**src/rtl/adder_arbiter.sv**
```systemverilog
// Two-requester arbiter sharing one 4-bit add/subtract Adder, with a registered, tagged result.
// Define ADDER_ARB_RR_EN for round-robin arbitration; the default build uses fixed priority (req0 wins).

module Adder (
    input  logic [3:0] a,
    input  logic [3:0] b,
    input  logic       sub,
    output logic [3:0] sum,
    output logic       co
);
    logic [4:0] total;

    // Two's-complement subtract: invert b and inject the carry-in.
    always_comb begin
        total = {1'b0, a} + {1'b0, b ^ {4{sub}}} + {4'b0000, sub};
    end

    assign sum = total[3:0];
    assign co  = total[4];
endmodule

module adder_arbiter (
    input  logic       clk,
    input  logic       reset,
    input  logic       req0,
    input  logic       req1,
    input  logic [3:0] a0,
    input  logic [3:0] b0,
    input  logic [3:0] a1,
    input  logic [3:0] b1,
    input  logic       sub0,
    input  logic       sub1,
    output logic       gnt0,
    output logic       gnt1,
    output logic       res_valid,
    output logic       res_id,
    output logic [3:0] res_sum,
    output logic       res_co,
    input  logic       res_ack,
    output logic       busy
);
    typedef enum logic [1:0] {
        IDLE = 2'd0,
        EXEC = 2'd1,
        WAIT = 2'd2
    } state_t;

    state_t     state;
    state_t     state_next;
    logic [3:0] op_a;
    logic [3:0] op_b;
    logic       op_sub;
    logic       op_id;
    logic       last;
    logic       grant;
    logic       winner;
    logic [3:0] add_sum;
    logic       add_co;

    Adder u_adder (
        .a   (op_a),
        .b   (op_b),
        .sub (op_sub),
        .sum (add_sum),
        .co  (add_co)
    );

    // winner is only meaningful when grant is high; with no request it just follows last.
    always_comb begin
        grant  = (state == IDLE) && (req0 || req1);
        winner = last;
`ifdef ADDER_ARB_RR_EN
        if (req0 && req1)
            winner = ~last;
        else if (req0)
            winner = 1'b0;
        else if (req1)
            winner = 1'b1;
`else
        if (req0)
            winner = 1'b0;
        else if (req1)
            winner = 1'b1;
`endif
    end

    always_comb begin
        state_next = state;
        case (state)
            IDLE:    if (grant) state_next = EXEC;
            EXEC:    state_next = WAIT;
            WAIT:    if (res_ack) state_next = IDLE;
            default: state_next = IDLE;
        endcase
    end

    always_ff @(posedge clk or posedge reset) begin
        if (reset)
            state <= IDLE;
        else
            state <= state_next;
    end

    // Operands are captured on the grant edge so the Adder never sees the live inputs.
    always_ff @(posedge clk or posedge reset) begin
        if (reset) begin
            gnt0   <= 1'b0;
            gnt1   <= 1'b0;
            op_a   <= 4'd0;
            op_b   <= 4'd0;
            op_sub <= 1'b0;
            op_id  <= 1'b0;
            last   <= 1'b1;
        end else begin
            gnt0 <= grant && !winner;
            gnt1 <= grant && winner;
            if (grant) begin
                op_a   <= winner ? a1 : a0;
                op_b   <= winner ? b1 : b0;
                op_sub <= winner ? sub1 : sub0;
                op_id  <= winner;
                last   <= winner;
            end
        end
    end

    always_ff @(posedge clk or posedge reset) begin
        if (reset) begin
            res_valid <= 1'b0;
            res_id    <= 1'b0;
            res_sum   <= 4'd0;
            res_co    <= 1'b0;
        end else if (state == EXEC) begin
            res_valid <= 1'b1;
            res_id    <= op_id;
            res_sum   <= add_sum;
            res_co    <= add_co;
        end else if (state == WAIT && res_ack) begin
            res_valid <= 1'b0;
        end
    end

    assign busy = (state != IDLE);
endmodule
```
**config.mk**
```make
export PLATFORM = sky130hd
export DESIGN_NAME = adder_arbiter
export DESIGN_NICKNAME = d
export VERILOG_FILES = /design/src/rtl/adder_arbiter.sv
export SDC_FILE = /design/constraint.sdc
export NUM_CORES = 1
export LEC_CHECK = 0
export CORE_UTILIZATION = 35
export DETAILED_ROUTE_END_ITERATION = 8
export PLACE_DENSITY = 0.66
export SLEW_MARGIN = 20
export SYNTH_ARGS = -nofsm -noshare
export SYNTH_HDL_FRONTEND = slang
export SYNTH_SLANG_ARGS = --single-unit
```
**constraint.sdc**
```tcl
create_clock -name clk -period 1.8 [get_ports clk]
set_input_delay 0.27 -clock clk [delete_from_list [all_inputs] [get_ports clk]]
set_output_delay 0.27 -clock clk [all_outputs]
set_load 0.05 [all_outputs]
```
==> impl_metrics.env <==
export IMPL_path_buf_inv=1
export IMPL_antenna_found_initial=0
export IMPL_cts_root_buffer="clkbuf_4"
export IMPL_clk_latency_ps=310
export IMPL_h_tree_depth=1
export IMPL_cp_required_ps=1530
export IMPL_synth_top_cell_by_area="dfrtp_1"
export IMPL_timing_rr_end="res_co"
export IMPL_r2r_cells=5
export IMPL_gr_total_overflow=0
export IMPL_drt_wl_total_um=2011
export IMPL_grt_max_degree=14
export IMPL_hold_slack_ps=214.4
export IMPL_rows=20
export IMPL_grt_pass1_wl_um=3236
export IMPL_place_gp_congestion=0.7783
export IMPL_num_io_pins=33
export IMPL_cp_num_cells=1
export IMPL_drv_cap=0
export IMPL_cp_data_arrival_time_ps=1480
export IMPL_outcome="finished clean"
export IMPL_cp_startpoint="res_co"
export IMPL_drt_first_pass_iters=4
export IMPL_crit_chain="clkdlybuf4s50_1"
export IMPL_fmax_mhz=570.1
export IMPL_grt_pass1_vias=746
export IMPL_nets=159
export IMPL_finalHoldViolations=0
export IMPL_crit_path_end="res_co"
export IMPL_cts_sinks=22
export IMPL_clk_path_buf_depth=2
export IMPL_ys_ff_latch=22
export IMPL_cts_buffers_inserted=3
export IMPL_area_growth_syn_to_layout_pct=42.07
export IMPL_drc=0
export IMPL_synth_top_area_share=0.4531
export IMPL_worstReg2RegStart="op_sub"
export IMPL_slew_headroom=0.6649
export IMPL_power_density_mw_per_mm2=1912
export IMPL_synth_area_mm2=0.001160
export IMPL_end_kind="output port"
export IMPL_yosysUniqueCellTypes=30
export IMPL_final_cell_mix="clkdlybuf4s50_1 (30), dfrtp_1 (20), mux2_4 (18)"
export IMPL_n_antenna_cell=0
export IMPL_ant_nets=0
export IMPL_vdd_drop_max_uv=609.7
export IMPL_cts_hold_buf=0
export IMPL_fin_skew_ps=9.652
export IMPL_initial_core_util=0.3738
export IMPL_portBuffers=32
export IMPL_clk_pin_slew_worst_paths_ps=120
export IMPL_r2r_slack_ps=70
export IMPL_total_power_mw=3.151
export IMPL_setup_ws_ps=45.88
export IMPL_finalCritPeriodShare=0.9745
export IMPL_wl_per_cell_um=11.49
export IMPL_worstMarginPinSlew_ps=501.9
export IMPL_pre_cts_ws_ps=-28.12
export IMPL_yosys_warnings=0
export IMPL_die_y_um=59.57
export IMPL_ys_seq_area_frac=0.4757
export IMPL_drv_slew=0
export IMPL_setup_worst_path_start_class="flip-flop"
export IMPL_die_area_mm2=0.003548
export IMPL_setup_violations=0
export IMPL_hpwl_um=1579
export IMPL_crit_path_max_incr_delay_ps=800
export IMPL_viasPerCell=4.497
export IMPL_synth_nets=118
export IMPL_vias=787
export IMPL_drt_iter0_markers=31
export IMPL_fp_coreArea_mm2=0.003103
export IMPL_path_class="reg2out"
export IMPL_syn_inst=91
export IMPL_leakage_nw=0.7875
export IMPL_final_common_cell="clkdlybuf4s50_1"
export IMPL_critPathMaxFanout=2
export IMPL_hold_class="in2async"
export IMPL_ys_top_cells_by_area="dfrtp_1 (45%), mux2_4 (23%), ha_1 (3.2%), nand2_1 (2.9%), a21o_1 (2.6%)"
export IMPL_layout_drive_gt1_share=0.2824
export IMPL_slowest_stage="clkdlybuf4s50_1"
export IMPL_die_w_um=59.57
export IMPL_tritoncts="done"
export IMPL_grt_usage=0.1233
export IMPL_min_period_ps=1754
export IMPL_crit_family="buffers and inverters"
export IMPL_avgSynthCellArea_um2=12.75
flip-flops by register name, indices dropped and copies added, names as in the netlist:
signal	flops
op_a	4
res_valid	1
gnt0	1
res_co	1
op_b	4
res_sum	4
last	1
op_id	1
op_sub	1
gnt1	1
res_id	1
state	2
layer usage:
metal / global-route usage / part of all wire
met1: 0.1687 / 0.45
met2: 0.1878 / 0.48
met3: 0.02183 / 0.046
met4: 0.05980 / 0.022
met5: 0 / 0
what timing repair did:
action / in CTS / in global routing
endpoints found under the setup margin: 2 / 3
setup buffers: 1 / 1
cloned: 0 / 0
gates resized for setup: 1 / 5
cell usage after synthesis, drive strengths merged:
master	n
a2111oi	1
a21o	4
a21oi	1
a22oi	1
and2	2
buf	1
clkbuf	1
dfrtp	21
dfstp	1
fa	1
ha	3
inv	5
mux2	19
nand2	9
nand2b	2
nand3	1
nand3b	1
nor2	2
nor2b	1
nor3	1
nor3b	1
o21ai	5
o21bai	1
o22a	1
xnor2	2
xor2	3
cell families (layout without fill, tap and decap cells):
kind of cell	after synthesis	in the layout	share of synthesized area
and+or+nand+nor	20	20	0.08523
muxes	19	19	0.2427
DFF	22	22	0.4757
xor gates and xnor gates	5	5	0.03776
adders and majority gates	4	4	0.04963
AOI/OAI and AO/OA	14	14	0.07983
buffers and inverters	7	47	0.02912
area by class of cell:
class | instances | area (um2)
Fill cell | 297 | 1455
Multi-Input combinational cell | 62 | 590.6
Sequential cell | 22 | 553.0
Timing Repair Buffer | 38 | 377.9
Tap cell | 44 | 55.05
Clock inverter | 1 | 30.03
Clock buffer | 3 | 22.52
Inverter | 5 | 18.77
stage by stage:
step / cells / TNS, ps / utilization / area, um2
floorplan: 91 / 0 / - / 1160
global placement: 169 / 0 / 0.5028 / 1560
detailed placement: 169 / -167.8 / 0.5028 / 1560
CTS: 174 / 0 / 0.5226 / 1622
global route: 175 / -33.10 / 0.5310 / 1648
finish: 175 / 0 / 0.5310 / 1648
worst min path at each step:
stage                    start         end  slack [ps]  cells after the start
floorplan                reset        gnt0         260                      1
global placement    res_sum[1]  res_sum[1]         460                      2
detailed placement       op_id      res_id         460                      2
CTS                      reset     op_b[1]         230                      2
global route             reset     op_b[1]         250                      2
finish                   reset     op_b[1]         210                      2
power by group:
group / internal, mW / switching (mW) / total (mW)
clock: 0.225 / 0.149 / 0.374
combinational: 0.897 / 0.969 / 1.87
sequential: 0.737 / 0.173 / 0.911
total: 1.86 / 1.29 / 3.15
No activity file was read; power rests on OpenSTA's default activity.
